===== src/rtl/key_pulse_bank.sv =====
// N-channel key front end: 2-flop sync, debounce, one-cycle press pulse per channel.
// Define KEY_REPEAT_EN to compile in auto-repeat pulses while a key stays held.
module key_pulse_bank #(
  parameter int N            = 4,
  parameter int DEBOUNCE     = 4,
  parameter int REPEAT_DELAY = 16,
  parameter int REPEAT_RATE  = 8
) (
  input  logic         clk,
  input  logic         reset,
  input  logic [N-1:0] keypress,
  output logic [N-1:0] userin,
  output logic [N-1:0] held,
  output logic         any_press
);

  // state | meaning
  // IDLE  | debounced level low
  // PRESS | the single cycle userin is high for a new press
  // HOLD  | debounced level high, no pulse
  // REPEAT| auto-repeating while held (KEY_REPEAT_EN only)
  typedef enum logic [1:0] {
    ST_IDLE  = 2'd0,
    ST_PRESS = 2'd1,
    ST_HOLD  = 2'd2
`ifdef KEY_REPEAT_EN
    , ST_REPEAT = 2'd3
`endif
  } state_e;

  localparam int DBW = $clog2(DEBOUNCE + 1);

  if (N < 1 || N > 32 || DEBOUNCE < 1 || DEBOUNCE > 65535 ||
      REPEAT_DELAY < 2 || REPEAT_RATE < 2) begin : g_bad_cfg
    $error("key_pulse_bank: parameter out of range");
  end

  logic [N-1:0]   sync1_q, sync2_q;
  logic [N-1:0]   held_q, held_d;
  logic [N-1:0]   rise, fall;
  logic [N-1:0]   userin_q, userin_d;
  logic           any_press_q;
  logic [DBW-1:0] db_cnt_q [N];
  logic [DBW-1:0] db_cnt_d [N];
  state_e         state_q [N];
  state_e         state_d [N];

`ifdef KEY_REPEAT_EN
  localparam int RMAX = (REPEAT_DELAY > REPEAT_RATE) ? REPEAT_DELAY : REPEAT_RATE;
  localparam int RW   = $clog2(RMAX + 1);
  logic [RW-1:0] rpt_cnt_q [N];
  logic [RW-1:0] rpt_cnt_d [N];
  logic [N-1:0]  rpt_tc;
`endif

  // Debounce: count consecutive cycles where sync2 disagrees with held.
  always_comb begin
    for (int i = 0; i < N; i++) begin
      held_d[i]   = held_q[i];
      db_cnt_d[i] = '0;
      rise[i]     = 1'b0;
      fall[i]     = 1'b0;
      if (sync2_q[i] != held_q[i]) begin
        if (db_cnt_q[i] == DBW'(DEBOUNCE - 1)) begin
          held_d[i] = sync2_q[i];
          rise[i]   = sync2_q[i];
          fall[i]   = ~sync2_q[i];
        end else begin
          db_cnt_d[i] = db_cnt_q[i] + DBW'(1);
        end
      end
    end
  end

  always_ff @(posedge clk) begin
    if (reset) begin
      sync1_q     <= '0;
      sync2_q     <= '0;
      held_q      <= '0;
      userin_q    <= '0;
      any_press_q <= 1'b0;
      for (int i = 0; i < N; i++) begin
        db_cnt_q[i] <= '0;
        state_q[i]  <= ST_IDLE;
`ifdef KEY_REPEAT_EN
        rpt_cnt_q[i] <= '0;
`endif
      end
    end else begin
      sync1_q     <= keypress;
      sync2_q     <= sync1_q;
      held_q      <= held_d;
      userin_q    <= userin_d;
      any_press_q <= |userin_d;
      for (int i = 0; i < N; i++) begin
        db_cnt_q[i] <= db_cnt_d[i];
        state_q[i]  <= state_d[i];
`ifdef KEY_REPEAT_EN
        rpt_cnt_q[i] <= rpt_cnt_d[i];
`endif
      end
    end
  end

  always_comb begin
    for (int i = 0; i < N; i++) begin
      state_d[i] = state_q[i];
`ifdef KEY_REPEAT_EN
      rpt_tc[i] = (rpt_cnt_q[i] == '0);
`endif
      case (state_q[i])
        ST_IDLE:  if (rise[i]) state_d[i] = ST_PRESS;
        ST_PRESS: state_d[i] = fall[i] ? ST_IDLE : ST_HOLD;
        ST_HOLD: begin
          if (fall[i]) state_d[i] = ST_IDLE;
`ifdef KEY_REPEAT_EN
          else if (rpt_tc[i]) state_d[i] = ST_REPEAT;
`endif
        end
`ifdef KEY_REPEAT_EN
        ST_REPEAT: if (fall[i]) state_d[i] = ST_IDLE;
`endif
        default:  state_d[i] = ST_IDLE;
      endcase
    end
  end

  // Pulses are registered so userin and any_press leave the flops together.
  always_comb begin
    for (int i = 0; i < N; i++) begin
      userin_d[i] = (state_d[i] == ST_PRESS);
`ifdef KEY_REPEAT_EN
      rpt_cnt_d[i] = '0;
      if (state_d[i] == ST_PRESS) begin
        rpt_cnt_d[i] = RW'(REPEAT_DELAY - 1);
      end else if (state_d[i] != ST_IDLE) begin
        if (rpt_tc[i]) begin
          userin_d[i]  = 1'b1;
          rpt_cnt_d[i] = RW'(REPEAT_RATE - 1);
        end else begin
          rpt_cnt_d[i] = rpt_cnt_q[i] - RW'(1);
        end
      end
`endif
    end
  end

  assign userin    = userin_q;
  assign held      = held_q;
  assign any_press = any_press_q;

endmodule

===== config.mk =====
export PLATFORM = sky130hd
export DESIGN_NAME = key_pulse_bank
export DESIGN_NICKNAME = d
export VERILOG_FILES = /design/src/rtl/key_pulse_bank.sv
export SDC_FILE = /design/constraint.sdc
export NUM_CORES = 1
export LEC_CHECK = 0
export ABC_AREA = 0
export CAP_MARGIN = 30
export CORE_ASPECT_RATIO = 2
export CORE_MARGIN = 4
export CORE_UTILIZATION = 48
export CTS_CLUSTER_DIAMETER = 30
export DETAILED_ROUTE_END_ITERATION = 8
export HOLD_SLACK_MARGIN = 0.05
export PLACE_DENSITY = 0.75
export SYNTH_ARGS = -nofsm -noshare
export SYNTH_HDL_FRONTEND = slang
export SYNTH_SLANG_ARGS = --single-unit

===== constraint.sdc =====
create_clock -name clk -period 1.4 [get_ports clk]
set_input_delay 0.21 -clock clk [delete_from_list [all_inputs] [get_ports clk]]
set_output_delay 0.21 -clock clk [all_outputs]
set_load 0.1 [all_outputs]

**After elaboration in Yosys (flattened, before gate mapping)**

Memory sizes are Yosys's and may differ from the RTL's.
Index checks and enable logic that the tools add are counted.

- Register bits: 17
- RAM bits: 20
- Input port bits: 6
- Output and inout port bits: 9
- Word-level logic and storage cells: 106
- Memories kept: 2

Memory list:

| memory | depth | width | read ports | clocked after memory_dff | write ports | line | source |
|---|---|---|---|---|---|---|---|
| db_cnt_q | 4 | 3 | 4 | 0 | 4 | 43 | `logic [DBW-1:0] db_cnt_q [N];` |
| state_q | 4 | 2 | 4 | 0 | 4 | 45 | `state_e state_q [N];` |

- Add/sub/neg operators: 4
- Equal/unequal tests: 20
- Mux-type cells: 51
- Bitwise gates (word level): 12
- Reductions and logical operators: 9

Operators by type and width:

| operator | number |
|---|---|
| two-way mux 3 bit | 12 |
| two-way mux 2 bit | 16 |
| one-hot mux 2 bit (3 select lines) | 4 |
| two-way mux 1 bit | 19 |
| == test 2 x 1 -> 1 bit (second input constant) | 8 |
| adder 3 x 1 -> 3 bit (second input constant) | 4 |
| == test 3 x 2 -> 1 bit (second input constant) | 4 |
| == test 2 bit (second input constant) | 4 |
| zero test 2 bit | 4 |
| OR 1 bit | 8 |
| AND reduction 2 bit | 4 |
| != test 1 bit | 4 |
| inverter 1 bit | 4 |
| OR reduction 4 bit | 1 |

**Longest topological paths before layout**

Gate-level depths: netlist of the first run.

- Depth after elaboration: 7
- Gate-level depth with buffers: 5
- Depth with buffers taken out: 5

**Worst setup path after synthesis of the first run**

No wires, ideal clock.

- Path type: register to register
- Start point: register held_q[3], in the netlist held[3]
- End point: register any_press_q, in the netlist any_press
- Setup time: 0.134 ns
- Arrival time: 1.651 ns
- Required time: 1.266 ns
- Path slack: -0.385 ns
- Cell stages (with the launch flop): 3
- Path buffers: 0
- Clock period less this slack: 1.785 ns
- Path through: dfxtp_1 > nor3_2 > or4_1

- Word-level cells in the longest chain between the ends: 6
- Elaborated cells on any way between the ends: 9
- Those cells by class: 2 x eq/ne; 6 x mux; 1 x reduce/logical

RTL lines:

| what | line | source |
|---|---|---|
| start, declared | 39 | `logic [N-1:0] held_q, held_d;` |
| start signal, assigned | 92 | `held_q <= held_d;` |
| != test 1 bit * | 63 | `if (sync2_q[i] != held_q[i]) begin` |
| two-way mux 1 bit | 63 |  |
| two-way mux 2 bit, on equally long branches | 115, 112, 113 |  |
| one-hot mux 2 bit (3 select lines) * | 111 | `case (state_q[i])` |
| == test 2 x 1 -> 1 bit * | 131 | `userin_d[i] = (state_d[i] == ST_PRESS);` |
| OR reduction 4 bit * | 94 | `any_press_q <= \|userin_d;` |
| end signal, assigned | 94 |  |
| end, declared | 42 | `logic any_press_q;` |

Every way passes the cells marked *; elsewhere a longest branch is shown, timed or not.
A chain may end at the register's enable or synchronous reset.

==> impl_metrics.json, run 1 <==
{
  "grtUsageTotal_pct": 13.8,
  "ir_drop_mv": 0.963,
  "placed_cells": 161,
  "p_comb_share_pct": 2.9,
  "p_seq_share_pct": 51.8,
  "cts_tree": "built",
  "path_max_fanout": 2,
  "syn_area_um2": 1290,
  "switching_power_w": 0.000397,
  "setup_viol": 1,
  "grt_max_degree": 13,
  "grt-ovfl-total": 0,
  "drive_gt1_share_pct": 41.0,
  "htreeDepth": 2,
  "critPathRequiredTime_ns": 1.56,
  "endpoint": "any_press",
  "p_sw_share_pct": 19.1,
  "synth_cell_types": 16,
  "hold_class": "register to register",
  "clock_sinks": 37,
  "rows": 26,
  "final_max_slew_viol_count": 0,
  "core_um2": 2570,
  "insertion_delay_ns": 0.29,
  "drtIter0Drc": 6,
  "ys_seq_area_share_pct": 57.3,
  "drtAntennaViolNets": 0,
  "worstRegToRegCells": 5,
  "netlist_instances": 116,
  "ff2ff_setup_slack_ns": -0.14,
  "drc_errors": 0,
  "worstReg2RegStart": "db_cnt_q[1][0]",
  "cts-root-buf": "clkbuf_8",
  "hpwl_um": 1460,
  "post-route-period-util_pct": 110,
  "fmax_ghz": 0.650,
  "diodes": 0,
  "io_pins": 15,
  "final_common_cell": "dfxtp_1",
  "ys_ff_latch": 37,
  "power_w": 0.00208,
  "cts-hold-fix-buffers": 0,
  "worst_hold_slack_ns": 0.424,
  "leakagePower_nw": 0.662,
  "clkTransAtPathRegs_ns": 0.07,
  "portBuffers": 14,
  "rsz0062_at_grt": "true",
  "p_int_w": 0.00168,
  "power.density_nw_per_um2": 1100,
  "critPathCaptureType": "register",
  "post_drt_via_cell_ratio": 5.03,
  "final_cell_mix": "dfxtp_1 (28), nor2_1 (13), inv_1 (12), dfxtp_2 (9), buf_12 (9)",
  "die_area_um2": 3640,
  "cp-start-kind": "register",
  "dieHeight_um": 81.4,
  "die_w_um": 44.7,
  "initial_core_util_pct": 50.3,
  "vias": 866,
  "r2r_end": "any_press",
  "finalHoldViolCount": 0,
  "relSlewSlack_pct": 80.2,
  "cts_made_buffers": 5,
  "wirelength_um": 2070,
  "clkPwrFrac_pct": 45.3,
  "tightest_slew_ns": 0.296,
  "finalNonFillerCells": 172,
  "wl_per_cell_um": 12.0,
  "grt_pass1_vias": 827,
  "violations": "setup timing",
  "worstSetupStartpoint": "db_cnt_q[1][0]",
  "min_period_ns": 1.54,
  "outcome": "finished, violations left",
  "grt_pass1_wl_um": 3530,
  "syn_to_final_growth_pct": 45.6,
  "fin_nets": 157,
  "synth_fp_nets": 130,
  "critPathArrivalTime_ns": 1.70,
  "avgSynthCellArea_um2": 11.2,
  "dr.pass1.iters": 2,
  "drv_cap": 0,
  "criticalPathCategory": "register to register",
  "antenna_found_initial": 0,
  "cts_buffer_depth": 2,
  "synth_warnings": 0,
  "routabilityCongestion": 0.715,
  "fin_skew_ns": 0.00752,
  "setup_ws_ns": -0.139
}
-- Yosys cell counts --
cell	number	area, µm²
or4_1	1	7.51
nor2b_1	8	50.1
or4b_4	3	41.3
mux2i_1	4	40.0
nor3_2	4	40.0
or4b_1	1	10.0
buf_2	1	5.00
xnor2_1	8	70.1
or3_1	4	25.0
ha_1	8	100
clkbuf_1	1	3.75
a311oi_1	4	35.0
nor3_1	4	20.0
dfxtp_1	37	741
nor2_1	16	60.1
inv_1	12	45.0
-- power groups by stage --
stage	logic, W	clock network [W]	registers [W]
after floorplan	0.0000285	0	0.00110
after global placement	0.0000523	0	0.00110
after detailed placement	0.0000544	0	0.00110
after CTS	0.0000562	0.000972	0.00107
after global routing	0.0000681	0.00102	0.00108
final	0.0000612	0.000940	0.00108
-- layer usage --
layer | share of wire [%] | global-route usage [%] | vias to the layer above
li1 | - | - | 435
met3 | 5.0 | 5.26 | 7
met4 | 4.4 | 12.1 | 0
met1 | 38 | 13.7 | 405
met2 | 52 | 21.6 | 19
met5 | 0 | 0 | -
-- area by class of cell --
class	count	area (µm²)
sequential	37	752
fill	177	686
multi-input combinational	65	642
timing repair buffer	22	290
clock buffer	6	82.6
inverter	12	45.0
clock inverter	2	37.5
tap	28	35.0
-- worst max-delay path: stages (launching register included) --
cell and delay, ns:
dfxtp_2 0.33, ha_4 0.16, ha_4 0.15, or4b_4 0.20, nor3_2 0.04, or4_4 0.54
-- sequential cells by signal, summed over array words and instances, names as in the netlist --
register / cells
state_q: 8
sync1_q: 4
db_cnt_q: 12
held: 4
any_press: 1
userin: 4
sync2_q: 4
-- per-stage QoR --
step	util [%]	setup slack, ns	setup TNS [ns]	instance area (µm²)
3_3_place_gp	64.0	-0.294	-2.63	1640
3_5_place_dp	64.0	-0.337	-3.25	1640
6_report	73.3	-0.139	-0.139	1880
2_1_floorplan	-	-0.0953	-0.0953	1350
4_1_cts	70.4	-0.142	-0.142	1810
5_1_grt	73.3	-0.157	-0.168	1880
-- cells by family after synthesis --
family          Yosys count  synth area share [%]
compound gates            4                  2.71
xor+xnor                  8                  5.42
fa+ha+maj                 8                  7.74
buf+inv                  14                  4.16
flops                    37                  57.3
mux                       4                  3.09
simple gates             41                  19.6
-- how the worst min path moves through the flow --
stage	endpoint	from	cells past startpoint
final	db_cnt_q[1][0]	db_cnt_q[1][0]	1
after global routing	db_cnt_q[1][0]	db_cnt_q[1][0]	1
after CTS	db_cnt_q[0][0]	db_cnt_q[0][0]	1
after detailed placement	db_cnt_q[1][0]	db_cnt_q[1][0]	1
after global placement	db_cnt_q[0][0]	db_cnt_q[0][0]	1
after floorplan	sync1_q[0]	keypress[0]	1
-- what timing repair did --
item,4_1_cts,5_1_grt
gates resized for setup,7,13
endpoints found under the setup margin,2,15
setup buffers,2,1
pin swaps,2,6
Note: power is estimated with default switching activity, not from simulation.
==> inputs of run 2 (changes only) <==
--- a/config.mk
+++ b/config.mk
@@ -9,11 +9,11 @@
 export CAP_MARGIN = 30
 export CORE_ASPECT_RATIO = 2
 export CORE_MARGIN = 4
-export CORE_UTILIZATION = 48
+export CORE_UTILIZATION = 30
 export CTS_CLUSTER_DIAMETER = 30
 export DETAILED_ROUTE_END_ITERATION = 8
 export HOLD_SLACK_MARGIN = 0.05
-export PLACE_DENSITY = 0.75
+export PLACE_DENSITY = 0.52
 export SYNTH_ARGS = -nofsm -noshare
 export SYNTH_HDL_FRONTEND = slang
 export SYNTH_SLANG_ARGS = --single-unit
==> impl_metrics.json, run 2 (synthesis results as in run 1) <==
{
  "fin_skew_ns": 0.00776,
  "antenna_found_initial": 0,
  "worstReg2RegStart": "db_cnt_q[3][0]",
  "rsz0062_at_grt": "true",
  "p_int_w": 0.00145,
  "setup_viol": 1,
  "cts-root-buf": "clkbuf_8",
  "cpMaxStageDelayCell": "or4_1",
  "r2r_end": "any_press",
  "routabilityCongestion": 0.711,
  "grt_pass1_wl_um": 3700,
  "worst_path_most_repeated_cell": "ha_4",
  "initial_core_util_pct": 31.3,
  "cts_tree": "built",
  "hold_class": "register to register",
  "critical-path-top-delay-family": "simple AND/OR/NAND/NOR gates",
  "cp.depth": 5,
  "drive_gt1_share_pct": 40.4,
  "clock_sinks": 37,
  "leakagePower_nw": 0.663,
  "grt_max_degree": 12,
  "setup_tns_ns": -0.0958,
  "min_period_ns": 1.50,
  "htreeDepth": 2,
  "rows": 33,
  "hpwl_um": 1570,
  "final_max_slew_viol_count": 0,
  "die_w_um": 54.4,
  "clkTransAtPathRegs_ns": 0.07,
  "io_pins": 15,
  "dr.pass1.iters": 2,
  "vias": 851,
  "crit_buf_inv": 0,
  "critPathRequiredTime_ns": 1.56,
  "setup_ws_ns": -0.0958,
  "biggestRegsByFlops": "db_cnt_q x12, state_q x8",
  "cp-start-kind": "register",
  "grtUsageTotal_pct": 9.57,
  "tightest_slew_ns": 0.341,
  "cts_made_buffers": 5,
  "drv_cap": 0,
  "relSlewSlack_pct": 77.2,
  "p_sw_share_pct": 21.1,
  "die_area_um2": 5490,
  "place_ws_ns": -0.371,
  "diodes": 0,
  "post_drt_via_cell_ratio": 4.30,
  "largest-register": "db_cnt_q",
  "clkPwrFrac_pct": 38.0,
  "fmax_ghz": 0.669,
  "hold-path-cell-count": 1,
  "power.density_nw_per_um2": 981,
  "critPathCaptureType": "register",
  "criticalPathCategory": "register to register",
  "dieHeight_um": 101,
  "ff2ff_setup_slack_ns": -0.1,
  "final_cell_mix": "dfxtp_1 (26), nor2_1 (15), inv_1 (12), dfxtp_2 (11), buf_4 (10)",
  "cts_buffer_depth": 2,
  "portBuffers": 14,
  "ir_drop_mv": 0.623,
  "post-route-period-util_pct": 107,
  "grt_pass1_vias": 888,
  "switching_power_w": 0.000386,
  "cp_cell_sequence": "ha_4 > ha_4 > or4b_4 > nor3_4 > or4_1",
  "hp-start": "db_cnt_q[0][0]",
  "wl_per_cell_um": 10.8,
  "worstRegToRegCells": 5,
  "p_seq_share_pct": 58.6,
  "drtIter0Drc": 3,
  "placedInstanceArea_um2": 1690,
  "fin_nets": 159,
  "whs_endpoint": "db_cnt_q[0][0]",
  "p_comb_share_pct": 3.4,
  "drc_errors": 0,
  "grt-ovfl-total": 0,
  "core_um2": 4130,
  "wirelength_um": 2130,
  "final_common_cell": "dfxtp_1",
  "drtAntennaViolNets": 0,
  "path_max_fanout": 4,
  "finalHoldViolCount": 0,
  "slowest_delay_ns": 0.45,
  "largest_register_ffs": 12,
  "design_area_um2": 1870,
  "syn_to_final_growth_pct": 44.5,
  "critPathArrivalTime_ns": 1.66,
  "outcome": "finished, violations left",
  "violations": "setup timing",
  "insertion_delay_ns": 0.29
}
==> run 2: power by group through the flow <==
stage	Combinational [W]	Clock, W	Sequential [W]
2_1_floorplan	0.0000285	0	0.00110
3_3_place_gp	0.0000553	0	0.00110
3_5_place_dp	0.0000566	0	0.00110
4_1_cts	0.0000583	0.000733	0.00107
5_1_grt	0.0000697	0.000774	0.00108
6_report	0.0000623	0.000696	0.00107
==> run 2: area by class of cell <==
type / count / area (µm²)
tap: 52 / 65.1
timing repair buffer: 24 / 305
clock buffer: 6 / 72.6
multi-input combinational: 65 / 617
fill: 402 / 2260
clock inverter: 2 / 10.0
inverter: 12 / 45.0
sequential: 37 / 754
==> run 2: metrics by stage <==
step / hold slack, ns / utilization (%) / instances / total power [W]
global route: 0.412 / 45.3 / 198 / 0.00192
finish: 0.402 / 45.3 / 198 / 0.00183
CTS: 0.422 / 43.7 / 195 / 0.00187
floorplan: 0.338 / - / 116 / 0.00112
global placement: 0.405 / 40.9 / 187 / 0.00115
detailed placement: 0.416 / 40.9 / 187 / 0.00115
==> run 2: how the worst max path moves through the flow <==
| stage | slack, ns | to | start |
|---|---|---|---|
| 2_1_floorplan | -0.1 | any_press | db_cnt_q[1][0] |
| 3_3_place_gp | -0.33 | any_press | reset |
| 3_5_place_dp | -0.37 | any_press | reset |
| 4_1_cts | -0.11 | any_press | db_cnt_q[1][0] |
| 5_1_grt | -0.12 | any_press | db_cnt_q[3][0] |
| 6_report | -0.1 | any_press | db_cnt_q[3][0] |
==> run 2: repair_timing <==
action	in CTS	in global routing
endpoints found under the setup margin	4	10
pin swaps	3	7
hold buffers	0	0
resized for setup	5	12
buffers inserted	0	3
==> run 2: routing by layer <==
layer | GRT usage, % | part of all wire, % | wire (µm) | vias to the layer above
met3 | 3.11 | 4.6 | 98 | 6
met4 | 6.91 | 3.7 | 79 | 0
li1 | - | - | - | 438
met5 | 0 | 0 | 0 | -
met2 | 16.9 | 54 | 1160 | 15
met1 | 8.34 | 37 | 799 | 392
==> run 2: worst reg2reg max path, stage by stage, from the launching register on <==
cell	delay, ns
dfxtp_2	0.34
ha_4	0.16
ha_4	0.16
or4b_4	0.22
nor3_4	0.04
or4_1	0.45
